$ cat src/rtl/counter_step_ctrl_if.sv
// Control/status bundle for counter_step_ctrl: the master drives the
// commands and the slave (the counter) returns the registered count and flags.
interface counter_step_ctrl_if #(
    parameter int WIDTH = 8
);
    logic             clr;
    logic             load;
    logic [WIDTH-1:0] load_val;
    logic             en;
    logic             dir;
    logic [WIDTH-1:0] step;
    logic [WIDTH-1:0] count_out;
    logic             tc;
    logic             ovf;
    logic             done;

    modport master (
        output clr, load, load_val, en, dir, step,
        input  count_out, tc, ovf, done
    );

    modport slave (
        input  clr, load, load_val, en, dir, step,
        output count_out, tc, ovf, done
    );
endinterface

$ cat src/rtl/counter_step_ctrl.sv
// Up/down step counter over [0..MAX_VAL] with wrap, saturate or one-shot
// limit handling, terminal-count pulse, sticky overflow and one-shot done flag.
module counter_step_ctrl #(
    parameter int WIDTH   = 8,
    parameter int MAX_VAL = (1 << WIDTH) - 1,
    parameter int MODE    = 0
) (
    input  logic                  clk,
    input  logic                  reset,
    counter_step_ctrl_if.slave    bus
);
    localparam int MODE_WRAP    = 0;
    localparam int MODE_ONESHOT = 2;

    localparam logic [WIDTH-1:0] MAX_W   = WIDTH'(MAX_VAL);
    localparam logic [WIDTH:0]   MAX_EXT = (WIDTH+1)'(MAX_VAL);
    localparam logic [WIDTH:0]   MOD_EXT = (WIDTH+1)'(MAX_VAL + 1);

    typedef enum logic [1:0] {IDLE, RUN, DONE} state_t;

    state_t           state_q, state_d;
    logic [WIDTH-1:0] count_q, count_d;
    logic             tc_q, tc_d;
    logic             ovf_q, ovf_d;
    logic             done_q, done_d;

    logic [WIDTH:0]   sum_ext;
    logic [WIDTH-1:0] diff;
    logic             up_over, up_reach, dn_under, dn_reach;
    logic             at_max, at_zero;

    function automatic logic [WIDTH-1:0] clamp_load(input logic [WIDTH-1:0] v);
        return (v > MAX_W) ? MAX_W : v;
    endfunction

    function automatic logic [WIDTH-1:0] sat_up(input logic [WIDTH:0] s);
        return (s >= MAX_EXT) ? MAX_W : WIDTH'(s);
    endfunction

    function automatic logic [WIDTH-1:0] wrap_up(input logic [WIDTH:0] s);
        return WIDTH'(s - MOD_EXT);
    endfunction

    // Underflow wrap: count + (MAX_VAL+1) - step stays below MAX_VAL+1.
    function automatic logic [WIDTH-1:0] wrap_dn(input logic [WIDTH-1:0] c,
                                                 input logic [WIDTH-1:0] s);
        return WIDTH'({1'b0, c} + MOD_EXT - {1'b0, s});
    endfunction

    assign sum_ext  = {1'b0, count_q} + {1'b0, bus.step};
    assign diff     = count_q - bus.step;
    assign up_over  = sum_ext > MAX_EXT;
    assign up_reach = sum_ext >= MAX_EXT;
    assign dn_under = bus.step > count_q;
    assign dn_reach = bus.step >= count_q;
    assign at_max   = count_q == MAX_W;
    assign at_zero  = count_q == '0;

    always_comb begin
        count_d = count_q;
        tc_d    = 1'b0;
        ovf_d   = ovf_q;
        done_d  = done_q;
        state_d = state_q;
        if (bus.clr) begin
            count_d = '0;
            ovf_d   = 1'b0;
            done_d  = 1'b0;
            state_d = IDLE;
        end else if (bus.load) begin
            count_d = clamp_load(bus.load_val);
            done_d  = 1'b0;
            state_d = RUN;
        end else if (bus.en && state_q != DONE) begin
            if (state_q == IDLE) state_d = RUN;
            if (bus.step != '0) begin
                if (MODE == MODE_WRAP) begin
                    if (bus.dir) begin
                        count_d = up_over ? wrap_up(sum_ext) : WIDTH'(sum_ext);
                        tc_d    = up_over;
                        ovf_d   = ovf_q | up_over;
                    end else begin
                        count_d = dn_under ? wrap_dn(count_q, bus.step) : diff;
                        tc_d    = dn_under;
                        ovf_d   = ovf_q | dn_under;
                    end
                end else if (bus.dir) begin
                    count_d = sat_up(sum_ext);
                    // Saturate reports only the move onto the limit; one-shot
                    // treats any limit event as terminal.
                    if (up_reach && (MODE == MODE_ONESHOT || !at_max)) begin
                        tc_d  = 1'b1;
                        ovf_d = 1'b1;
                        if (MODE == MODE_ONESHOT) begin
                            done_d  = 1'b1;
                            state_d = DONE;
                        end
                    end
                end else begin
                    count_d = dn_reach ? '0 : diff;
                    if (dn_reach && (MODE == MODE_ONESHOT || !at_zero)) begin
                        tc_d  = 1'b1;
                        ovf_d = 1'b1;
                        if (MODE == MODE_ONESHOT) begin
                            done_d  = 1'b1;
                            state_d = DONE;
                        end
                    end
                end
            end
        end
    end

    always_ff @(posedge clk or negedge reset) begin
        if (!reset) begin
            count_q <= '0;
            tc_q    <= 1'b0;
            ovf_q   <= 1'b0;
            done_q  <= 1'b0;
            state_q <= IDLE;
        end else begin
            count_q <= count_d;
            tc_q    <= tc_d;
            ovf_q   <= ovf_d;
            done_q  <= done_d;
            state_q <= state_d;
        end
    end

    assign bus.count_out = count_q;
    assign bus.tc        = tc_q;
    assign bus.ovf       = ovf_q;
    assign bus.done      = (MODE == MODE_ONESHOT) ? done_q : 1'b0;
endmodule
$ cat src/flat_wrapper.sv
// flat-port wrapper written by rule: the top's interface ports become plain ports
module counter_step_ctrl_flat 
#(
    parameter int WIDTH   = 8,
    parameter int MAX_VAL = (1 << WIDTH) - 1,
    parameter int MODE    = 0
)
  (clk, reset, bus_clr, bus_load, bus_load_val, bus_en, bus_dir, bus_step, bus_count_out, bus_tc, bus_ovf, bus_done);
  counter_step_ctrl_if #(.WIDTH(WIDTH)) bus_i ();
  input  logic clk;
  input  logic reset;
  input wire logic [$bits(bus_i.clr)-1:0] bus_clr;
  input wire logic [$bits(bus_i.load)-1:0] bus_load;
  input wire logic [$bits(bus_i.load_val)-1:0] bus_load_val;
  input wire logic [$bits(bus_i.en)-1:0] bus_en;
  input wire logic [$bits(bus_i.dir)-1:0] bus_dir;
  input wire logic [$bits(bus_i.step)-1:0] bus_step;
  output wire logic [$bits(bus_i.count_out)-1:0] bus_count_out;
  output wire logic [$bits(bus_i.tc)-1:0] bus_tc;
  output wire logic [$bits(bus_i.ovf)-1:0] bus_ovf;
  output wire logic [$bits(bus_i.done)-1:0] bus_done;
  assign bus_i.clr = bus_clr;
  assign bus_i.load = bus_load;
  assign bus_i.load_val = bus_load_val;
  assign bus_i.en = bus_en;
  assign bus_i.dir = bus_dir;
  assign bus_i.step = bus_step;
  assign bus_count_out = bus_i.count_out;
  assign bus_tc = bus_i.tc;
  assign bus_ovf = bus_i.ovf;
  assign bus_done = bus_i.done;
  counter_step_ctrl #(.WIDTH(WIDTH), .MAX_VAL(MAX_VAL), .MODE(MODE)) u_core (.clk(clk), .reset(reset), .bus(bus_i));
endmodule
$ cat config.mk
export PLATFORM = sky130hd
export DESIGN_NAME = counter_step_ctrl_flat
export DESIGN_NICKNAME = d
export VERILOG_FILES = /design/src/rtl/counter_step_ctrl_if.sv /design/src/rtl/counter_step_ctrl.sv /design/src/flat_wrapper.sv
export SDC_FILE = /design/constraint.sdc
export NUM_CORES = 1
export LEC_CHECK = 0
export CORE_MARGIN = 8
export CORE_UTILIZATION = 48
export CTS_CLUSTER_DIAMETER = 30
export DETAILED_ROUTE_END_ITERATION = 16
export PLACE_DENSITY = 0.8
export REMOVE_ABC_BUFFERS = 1
export SYNTH_ARGS = -nofsm -noshare
export SYNTH_HDL_FRONTEND = slang
export SYNTH_SLANG_ARGS = --single-unit
$ cat constraint.sdc
create_clock -name clk -period 2.3 [get_ports clk]
set_input_delay 0.46 -clock clk [delete_from_list [all_inputs] [get_ports clk]]
set_output_delay 0.46 -clock clk [all_outputs]
set_load 0.02 [all_outputs]
==> flow_metrics.env <==
export IMPL_viasPerCell=5.48
export IMPL_ys_flop_type="dfrtp_1"
export IMPL_worstSetupPathType="in -> reg"
export IMPL_nFillCells=160
export IMPL_hp_class="reg -> reg"
export IMPL_cts_buffers=3
export IMPL_async_reset_ff_share_pct=100
export IMPL_cts_max_level=1
export IMPL_multiInputGateArea_sq_um=916
export IMPL_ant_nets=0
export IMPL_slowest_stage="clkdlybuf4s50_1"
export IMPL_max_clock_freq_mhz=446
export IMPL_cts_tree="done"
export IMPL_clock_latency_ns=0.25
export IMPL_yosysWarnings=0
export IMPL_hold_viol_final=0
export IMPL_holdBufCountCts=0
export IMPL_vdd_drop_max_mv=0.391
export IMPL_grt_use_total_pct=17.2
export IMPL_worstPathRequired_ns=2.50
export IMPL_synth_area_leaders="dfrtp_1 (21%), ha_1 (17%), a21oi_1 (5.4%)"
export IMPL_synth_cell_types=40
export IMPL_wl_mm=3.82
export IMPL_synthCells=140
export IMPL_drtPass1Iterations=4
export IMPL_dp_hpwl_mm=3.17
export IMPL_root_buffer="clkbuf_4"
export IMPL_p_leak_nw=0.849
export IMPL_synth_compound_area_share_pct=30.2
export IMPL_outcome="complete, no violations"
export IMPL_slowest_delay_ns=0.48
export IMPL_dr_total_vias=1265
export IMPL_drc=0
export IMPL_synth_xor_area_share_pct=4.39
export IMPL_worstSetupStartpointType="input pin"
export IMPL_grt_max_degree=11
export IMPL_grt_pass1_wl_mm=6.03
export IMPL_worstPathMaxFanout=4
export IMPL_core_area_sq_mm=0.00241
export IMPL_ioPinCount=33
export IMPL_areaGrowthSynthToFinish_pct=53.6
export IMPL_drt_iter0_drc=62
export IMPL_place_congestion=0.921
export IMPL_cp_cell_sequence="clkdlybuf4s50_1 -> inv_1 -> ha_4 -> buf_4 -> a211oi_2 -> a21oi_1 -> nor2_2 -> o31ai_2 -> a2111oi_4 -> a21o_1"
export IMPL_dieWidth_um=65.9
export IMPL_endpoint_kind="flop"
export IMPL_synth_seq_cells=10
export IMPL_slew_violations=0
export IMPL_synth_edff_count=0
export IMPL_clock_sinks=10
export IMPL_grt_pass1_vias=1344
export IMPL_synthAdderAreaFrac_pct=20.1
export IMPL_clockBufferDepth=2
export IMPL_p_per_area_mw_per_mm2=436
export IMPL_synth_avg_cell_area_sq_um=8.55
export IMPL_cp_buffers_inverters=3
export IMPL_overflow=0
export IMPL_die_area_sq_mm=0.00435
export IMPL_yosysSeqAreaShare_pct=20.9
export IMPL_syn_area_sq_mm=0.00120
export IMPL_antenna_found_initial=0
export IMPL_cts_clk_slew_worst_paths_ns=0.06
export IMPL_setup_violations=0
export IMPL_synthMuxAreaShare_pct=2.61
export IMPL_wire_per_inst_um=16.5
export IMPL_die_h_um=65.9
export IMPL_clock_skew_ns=0.00497
export IMPL_drive_above_1_share_pct=26.9
export IMPL_synthSimpleGateAreaFrac_pct=14.1
export IMPL_fin_crit_ns=2.24
export IMPL_fin_tns_setup_ns=0
export IMPL_num_rows=18
export IMPL_cp_arrival_ns=2.44
export IMPL_synth_top_family_by_area="compound AO/OA/AOI/OAI gates"
export IMPL_floorplan_initialDensity_pct=49.7
export IMPL_post_route_period_util_pct=97.4
export IMPL_path_delay_family="compound AO/OA/AOI/OAI gates"
export IMPL_netlist_area_leader_share_pct=20.9
export IMPL_rrSetupSlack_ns=0.26
export IMPL_hold_slack_ns=0.497
export IMPL_synth_area_leader_cell="dfrtp_1"
export IMPL_portBuffers=31
export IMPL_cap_violations=0
export IMPL_nets=243
export IMPL_n_antenna_cell=0
export IMPL_seqCellArea_sq_um=250
cell families after synthesis:
kind of cell / Yosys count
multiplexers: 3
AO/OA/AOI/OAI: 47
other: 1
buffers and inverters: 22
flip-flops: 10
adder cells (fa/ha/maj): 18
AND/OR/NAND/NOR: 33
XOR/XNOR: 6
cell usage after synthesis, types with 3 or more instances:
library cell  number
inv_1             17
ha_1              16
nor2_1            14
a21oi_1           13
dfrtp_1           10
o21ai_0           10
xnor2_1            6
a22oi_1            5
a211oi_1           4
nor2b_1            4
nand3_1            3
nor4_1             3
stage by stage:
step / worst slack [ns] / utilization (%) / instances / power [mW] / area [sq um]
floorplan: 0.293 / - / 136 / 0.435 / 1180
global placement: -0.243 / 72.6 / 227 / 0.634 / 1750
detailed placement: -0.350 / 72.6 / 227 / 0.649 / 1750
CTS: 0.0152 / 73.7 / 230 / 0.767 / 1780
global route: -0.00145 / 76.3 / 231 / 0.851 / 1840
finish: 0.0595 / 76.3 / 231 / 0.801 / 1840
routing by layer:
metal,vias to the layer above,routed length (um),track usage [%]
met5,-,0,0
met4,0,19,4.53
met3,4,175,2.37
met2,48,2010,31.5
met1,594,1620,20.4
li1,619,-,-
cell type report:
class,instances,area share (%)
flip-flops and latches,10,13.6
clock buffers,3,1.22
multi-input cells,108,49.8
inverters,18,3.67
well taps,30,2.04
repair buffers,62,29.7
path summary, 6_finish.rpt:
path	end	cells after the start	from
worst max-delay path	u_core.bus.ovf	10	bus_step[3]
worst min-delay path	u_core.bus.ovf	1	u_core.bus.ovf
worst max register to register	u_core.bus.ovf	10	u_core.bus.count_out[0]
worst min register to register	u_core.bus.ovf	1	u_core.bus.ovf
max in group asynchronous	u_core.bus.count_out[0]	1	reset
min in group asynchronous	u_core.bus.count_out[6]	1	reset
sequential cells by signal, summed over array words and instances, names as in the netlist:
name and count:
u_core.bus.ovf 1, u_core.bus.tc 1, u_core.bus.count_out 8
what timing repair did:
item	in CTS	in global routing
setup endpoints to repair	3	6
gates resized for setup	2	14
buffers inserted	0	1
pin swaps	3	5
worst reg2reg max path, cell delays in order, from the launching register on:
cell and delay (ns):
dfrtp_1 0.41, inv_1 0.08, ha_2 0.17, inv_1 0.05
fa_2 0.36, nand3_1 0.10, a21oi_1 0.07, nor2_2 0.14
o31ai_2 0.10, a2111oi_4 0.39, a21o_1 0.12
cells in the final DEF (no fill, tap or decap), types with 2 or more instances in the layout:
| cell type | instances |
|---|---|
| a211oi_1 | 4 |
| xnor2_1 | 5 |
| clkdlybuf4s50_1 | 30 |
| nand3_1 | 3 |
| fa_2 | 2 |
| o221ai_1 | 2 |
| o21ai_0 | 6 |
| buf_4 | 31 |
| a21oi_1 | 12 |
| ha_1 | 13 |
| ha_4 | 2 |
| o21ai_1 | 5 |
| mux2i_1 | 2 |
| nor2_2 | 2 |
| nor4_1 | 3 |
| dfrtp_1 | 10 |
| o21bai_1 | 2 |
| clkbuf_4 | 3 |
| inv_1 | 17 |
| nor2_1 | 13 |
| a22oi_1 | 5 |
| nor2b_1 | 4 |
| nand2_1 | 2 |
report_power, final:
| part | total, mW | internal [mW] | leakage (nW) | switching, mW |
|---|---|---|---|---|
| registers | 0.214 | 0.191 | 0.132 | 0.0226 |
| logic | 0.476 | 0.248 | 0.703 | 0.228 |
| clock network | 0.112 | 0.0600 | 0.0138 | 0.0515 |
| total | 0.801 | 0.499 | 0.849 | 0.302 |
(Power assumes the default switching activity.)
